[config.mk]
export PLATFORM = sky130hd
export DESIGN_NAME = microwave_timer
export DESIGN_NICKNAME = d
export VERILOG_FILES = /design/src/rtl/microwave_timer.sv
export SDC_FILE = /design/constraint.sdc
export NUM_CORES = 1
export LEC_CHECK = 0
export CAP_MARGIN = 15
export CELL_PAD_IN_SITES_DETAIL_PLACEMENT = 1
export CELL_PAD_IN_SITES_GLOBAL_PLACEMENT = 1
export CORE_MARGIN = 2
export CORE_UTILIZATION = 40
export CTS_BUF_LIST = sky130_fd_sc_hd__clkbuf_2 sky130_fd_sc_hd__clkbuf_4 sky130_fd_sc_hd__clkbuf_8
export DETAILED_ROUTE_END_ITERATION = 10
export GPL_ROUTABILITY_DRIVEN = 1
export PLACE_DENSITY_LB_ADDON = 0.1
export SLEW_MARGIN = 20
export SYNTH_ARGS = -nofsm -noshare
export SYNTH_HDL_FRONTEND = slang
export SYNTH_SLANG_ARGS = --single-unit
export TNS_END_PERCENT = 100
[constraint.sdc]
create_clock -name clk -period 2.4 [get_ports clk]
set_clock_uncertainty 0.2 [all_clocks]
set_input_delay 0.24 -clock clk [delete_from_list [all_inputs] [get_ports clk]]
set_output_delay 0.24 -clock clk [all_outputs]
set_load 0.05 [all_outputs]
[src/rtl/microwave_timer.sv]
// microwave_timer: BCD MM:SS countdown timer with keypad entry and a prescaled second tick
// Ports: clk/rst (sync, active-high) | clearn: active-low clear | mag_on: count enable
//   digit_valid/digit: keypad BCD entry, shifted in from the right
//   time_bcd: {min_tens, min_ones, sec_tens, sec_ones} | timer_done: time_bcd == 0000
//   done_pulse: one cycle when the countdown reaches zero | running: FSM in COUNT
module microwave_timer #(
  parameter int TICK_DIV = 100
) (
  input  logic        clk,
  input  logic        rst,
  input  logic        clearn,
  input  logic        mag_on,
  input  logic        digit_valid,
  input  logic [3:0]  digit,
  output logic [15:0] time_bcd,
  output logic        timer_done,
  output logic        done_pulse,
  output logic        running
);
  localparam int PW = $clog2(TICK_DIV);
  localparam logic [PW-1:0] LAST = PW'(TICK_DIV - 1);
  localparam logic [1:0] IDLE = 2'd0, COUNT = 2'd1, EXPIRED = 2'd2;
  logic [1:0]    state;
  logic [PW-1:0] pre;
  logic          accept;
  logic          tick;
  logic [15:0]   shifted;
  logic [15:0]   dec;
  assign accept     = state != COUNT && !mag_on && digit_valid && digit <= 4'd9;
  assign tick       = state == COUNT && mag_on && pre == LAST;
  assign shifted    = {time_bcd[11:0], digit};
  assign timer_done = time_bcd == 16'h0000;
  assign running    = state == COUNT;
  // Borrow chain: seconds are treated as plain BCD, so 90 counts down without normalising.
  // Minutes are nonzero whenever seconds are 00 in COUNT, since 0000 never stays in COUNT.
  always_comb begin
    dec = time_bcd;
    if (time_bcd[3:0] != 4'd0)
      dec[3:0] = time_bcd[3:0] - 4'd1;
    else if (time_bcd[7:4] != 4'd0)
      dec[7:0] = {time_bcd[7:4] - 4'd1, 4'd9};
    else begin
      dec[7:0]  = 8'h59;
      dec[15:8] = time_bcd[11:8] != 4'd0 ? {time_bcd[15:12], time_bcd[11:8] - 4'd1}
                                         : {time_bcd[15:12] - 4'd1, 4'd9};
    end
  end
  always_ff @(posedge clk) begin
    if (rst) begin
      state      <= IDLE;
      time_bcd   <= 16'h0000;
      pre        <= '0;
      done_pulse <= 1'b0;
    end else begin
      done_pulse <= 1'b0;
      if (!clearn) begin
        state    <= IDLE;
        time_bcd <= 16'h0000;
        pre      <= '0;
      end else begin
        case (state)
          IDLE: begin
            pre <= '0;
            if (accept)
              time_bcd <= shifted;
            else if (mag_on && time_bcd != 16'h0000)
              state <= COUNT;
          end
          COUNT: begin
            // Pausing drops any partial second, including a tick due this very cycle.
            if (!mag_on) begin
              state <= IDLE;
              pre   <= '0;
            end else if (tick) begin
              pre      <= '0;
              time_bcd <= dec;
              if (dec == 16'h0000) begin
                state      <= EXPIRED;
                done_pulse <= 1'b1;
              end
            end else
              pre <= pre + 1'b1;
          end
          EXPIRED: begin
            pre <= '0;
            if (accept) begin
              time_bcd <= shifted;
              state    <= IDLE;
            end
          end
          default: begin
            state <= IDLE;
            pre   <= '0;
          end
        endcase
      end
    end
  end
endmodule

## Word level (Yosys, flattened, before mapping)

Cells that the tools add are included.

| storage, ports and cells | value |
|---|---|
| bits in registers | 26 |
| bits of input ports | 9 |
| output and inout bits | 19 |
| logic and storage cells | 64 |

| operators by class | value |
|---|---|
| $add $sub $neg | 5 |
| $lt $le $gt $ge | 1 |
| eq/ne operators | 12 |
| mux-type cells | 17 |
| bitwise operators | 4 |
| reductions and logical operators | 21 |

Operators with widths:

| cell | number |
|---|---|
| $mux 16 | 3 |
| $logic_not 16->1 | 2 |
| $pmux 16 s2 | 1 |
| $mux 8 | 3 |
| $reduce_bool 16->1 | 1 |
| $sub 4x1->4 const B | 4 |
| $mux 12 | 1 |
| $mux 2 | 6 |
| $reduce_bool 4->1 | 3 |
| $reduce_or 5->1 | 2 |
| $ne 2x2->1 const B | 4 |
| $add 7x1->7 const B | 1 |
| $eq 7x7->1 const B | 1 |
| $logic_and 1x1->1 | 6 |
| $ne 2x1->1 const B | 3 |
| $ne 3x2->1 const B | 2 |
| $pmux 2 s3 | 1 |
| $reduce_and 5->1 | 1 |
| $le 4x4->1 const B | 1 |
| $mux 4 | 1 |
| $not 1->1 | 4 |
| $reduce_and 4->1 | 1 |
| $reduce_or 2->1 | 2 |
| $eq 2x1->1 const B | 1 |
| other kinds (5) | 5 |

## Depth between registers and ports, before layout

| logic depth | value |
|---|---|
| depth in word-level cells | 9 |
| mapped depth | 8 |
| depth with buffers taken out | 7 |

## Worst setup path after synthesis

OpenSTA, ideal clock, no wires.

| timing | value |
|---|---|
| path kind | flip-flop to flip-flop |
| from | reg time_bcd[1] |
| to | reg state[0] |
| library setup time | 120 ps |
| data arrival time | 2478 ps |
| required time | 2080 ps |
| setup slack | -398 ps |
| stages on the path, launching flop included | 6 |
| buffers on the path | 0 |
| clock period less this slack | 2798 ps |
| cell sequence | dfxtp_1 > nor4_4 > nand4_1 > nor4b_2 > a21oi_1 > o31a_1 |

| on the way | value |
|---|---|
| cells in the longest elaborated chain, start to end | 5 |
| elaborated cells on any way between the ends | 10 |
| classes of those cells | add/sub: 1; eq/ne: 2; mux: 2; reduce/logical: 5 |

RTL lines:

| item | RTL line | source |
|---|---|---|
| from (decl) | 15 | `output logic [15:0] time_bcd,` |
| from (signal assigned) | 65 | `time_bcd <= shifted;` |
| from (signal assigned) | 87 | `time_bcd <= shifted;` |
| $sub 4x1->4 or $reduce_bool 4->1 (tied branches) | 39, 38 |  |
| $mux 4 or $mux 12 (tied branches) | 38 | `if (time_bcd[3:0] != 4'd0)` |
| $logic_not 16->1 | 77 | `if (dec == 16'h0000) begin` |
| $ne 3x2->1 (no source line) | n/a |  |
| $reduce_and 5->1 (no source line) (*) | n/a |  |
| to (signal assigned) | 50 | `state <= IDLE;` |
| to (signal assigned) | 78 | `state <= EXPIRED;` |
| to (signal assigned) | 88 | `state <= IDLE;` |
| to (decl) | 23 | `logic [1:0] state;` |

Every way passes the cells marked *; elsewhere a longest branch is shown, timed or not.
A chain may end at the register's enable or synchronous reset.

## Final worst setup path

| timing | value |
|---|---|
| from | reg time_bcd[2] |
| to | out timer_done |

| on the way | value |
|---|---|
| cells in the longest elaborated chain, start to end | 1 |

RTL lines:

| item | RTL line | source |
|---|---|---|
| $logic_not 16->1 | 32 | `assign timer_done = time_bcd == 16'h0000;` |
| to (decl) | 16 | `output logic timer_done,` |

No other way between the ends.

==> metrics.yaml <==
critPathLaunchType: "flop"
initial_core_util: 0.4271
max_cap_violations: 0
multi_input_area_um2: 1031
async_reset_ff_frac: 0
path_clk_slew_ns: 0.09
ant_nets: 0
cts_buffers: 3
ir_drop_uv: 336.1
cp-end-kind: "output pin"
slowest_delay_ns: 0.40
syn-cell-area_um2: 1599
relSlewSlack: 0.5625
grt_pass1_vias: 1669
drtIter0Drc: 132
drive_above_1_share: 0.1333
synth_ff_type: "dfxtp_1"
gp_congestion: 0.8495
critical_path_class: "flop to output pin"
wl_um: 5006
fin_util: 0.5468
p_per_area_nw_per_um2: 434.8
wl_met1_um: 2465
port_buffers: 27
regArea_um2: 524.3
final_hold_viol_count: 0
wl_met2_um: 2329
grt_pass1_wl_um: 8404
rsz0062_at_grt: "no"
overflow: 0
slew_viol_final: 0
holdPathStages: 1
die-area_um2: 4519
cts-root-buf: "clkbuf_8"
ys_ff_latch: 26
core_um2: 3744
insertion_delay_ns: 0.29
tightest_slew_ns: 0.6562
diodes: 0
worstPathRequired_ns: 1.96
wl_met3_um: 165
power.leakage_nw: 0.7299
grt_max_degree: 17
nNetsFinal: 238
worstPathCellList: "nor4_4, nand4_1, nor4b_4, buf_12"
hp-class: "flop to flop"
synth.distinct_cells: 48
yosysWarningCount: 0
die_h_um: 67.23
syn_area_per_cell_um2: 8.200
grt_use_total: 0.2441
reg2reg_depth: 6
cts.path.max_buffers: 2
setup_violations: 0
remaining_drc_errors: 0
htree_levels: 1
crit_arrival_ns: 1.86
top_layer_used: "met4"
clock-sinks: 26
post-route-min-period_ns: 2.298
dieWidth_um: 67.23
synthCells: 195
vias: 1625
outcome: "finished clean"
yosysSeqAreaShare: 0.3255
pin_count: 28
hold_buffers: 0
dr.pass1.iters: 4
placementRows: 22
fmax_ghz: 0.4351
power_mw: 0.8899
syn_nets: 207
period_share: 0.9577
hpwl_um: 3659
crit_fanout: 7
synth_edf_count: 0
antenna_found_initial: 0
area_growth_pct: 28.01
wl_per_cell_um: 18.34
cp_slowest_cell: "nor4b_4"
viasPerCell: 5.952
tritoncts: "done"
final.fill_count: 437
## stage by stage
step	hold WS (ns)	instance area, um2	TNS (ns)	std cells	setup slack (ns)
after floorplan	0.2299	1619	0	195	0.01063
after global placement	0.2491	1972	0	267	0.1071
after detailed placement	0.2620	1972	-0.03599	267	-0.02634
after CTS	0.2923	2037	0	272	0.03875
after global routing	0.3265	2047	0	273	0.003150
final	0.2986	2047	0	273	0.1015
## synthesized netlist by cell type, drive strengths merged, types with 3 or more instances
| cell | instances | area [um2] |
|---|---|---|
| and3 | 3 | 18.77 |
| clkbuf | 5 | 18.77 |
| o31a | 3 | 26.28 |
| a211oi | 7 | 57.55 |
| o21ai | 12 | 60.05 |
| nor3 | 4 | 20.02 |
| ha | 3 | 37.54 |
| a22oi | 7 | 52.55 |
| inv | 5 | 18.77 |
| nand3 | 5 | 25.02 |
| dfxtp | 26 | 520.5 |
| nand4 | 6 | 52.55 |
| buf | 5 | 31.28 |
| xnor2 | 3 | 26.28 |
| nor2 | 24 | 90.09 |
| nand2 | 17 | 66.32 |
| nor4 | 3 | 40.04 |
| a21oi | 17 | 85.08 |
| xor2 | 4 | 35.03 |
| and2 | 5 | 31.28 |
| o21a | 4 | 30.03 |
## worst max-delay path, delay by kind of cell, from the launching register on
| kind | cells | cell delay [ns] |
|---|---|---|
| buffers and inverters | 1 | 0.18 |
| AND/OR/NAND/NOR | 3 | 1.01 |
| flip-flops | 1 | 0.39 |
## report_power, final
part,internal (mW),total (mW),switching (mW),leakage [nW]
Combinational,0.0613,0.146,0.0844,0.490
Sequential,0.434,0.441,0.00648,0.211
Clock,0.147,0.304,0.156,0.0288
Total,0.643,0.890,0.247,0.730
## metal layers
metal / global-route usage / vias up
met5: 0 / -
met4: 0.06122 / 0
met3: 0.02500 / 4
met2: 0.4109 / 43
met1: 0.3340 / 796
li1: - / 782
## registers in the layout, indices dropped and copies added (netlist names)
name        flops
pre             7
state           2
time_bcd       16
done_pulse      1
## area by class of cell
type / count / area share
Inverter: 5 / 0.009169
Tap cell: 48 / 0.02934
Timing Repair Buffer: 36 / 0.1748
Sequential cell: 26 / 0.2561
Multi-Input combinational cell: 154 / 0.5037
Clock buffer: 4 / 0.02689
## worst paths after layout
check | startpoint | end | slack [ns]
max | time_bcd[2] | timer_done | 0.10
min | pre[0] | pre[0] | 0.30
max reg2reg | pre[0] | time_bcd[1] | 0.23
min reg2reg | pre[0] | pre[0] | 0.30
## what timing repair did
action | 4_1_cts | 5_1_grt
gates resized for setup | 1 | 2
buffers inserted | 1 | 1
pin swaps | 1 | 3
cloned | 0 | 0
setup endpoints to repair | 1 | 2
## kinds of logic after synthesis
kind of cell | share of synthesized area
AOI/OAI and AO/OA | 0.2739
adders and majority gates | 0.02348
DFF | 0.3255
and+or+nand+nor | 0.2833
xor gates and xnor gates | 0.03834
buffers and inverters | 0.04304
muxes | 0.01252
## cells in the final DEF (no fill, tap or decap), types with 6 or more instances in the layout
| cell | count |
|---|---|
| a211oi_1 | 6 |
| a21oi_1 | 17 |
| a22oi_1 | 7 |
| buf_4 | 9 |
| clkdlybuf4s50_1 | 25 |
| dfxtp_1 | 23 |
| nand2_1 | 16 |
| nor2_1 | 23 |
| o21ai_0 | 7 |
Power figures use the tool's default switching activity.
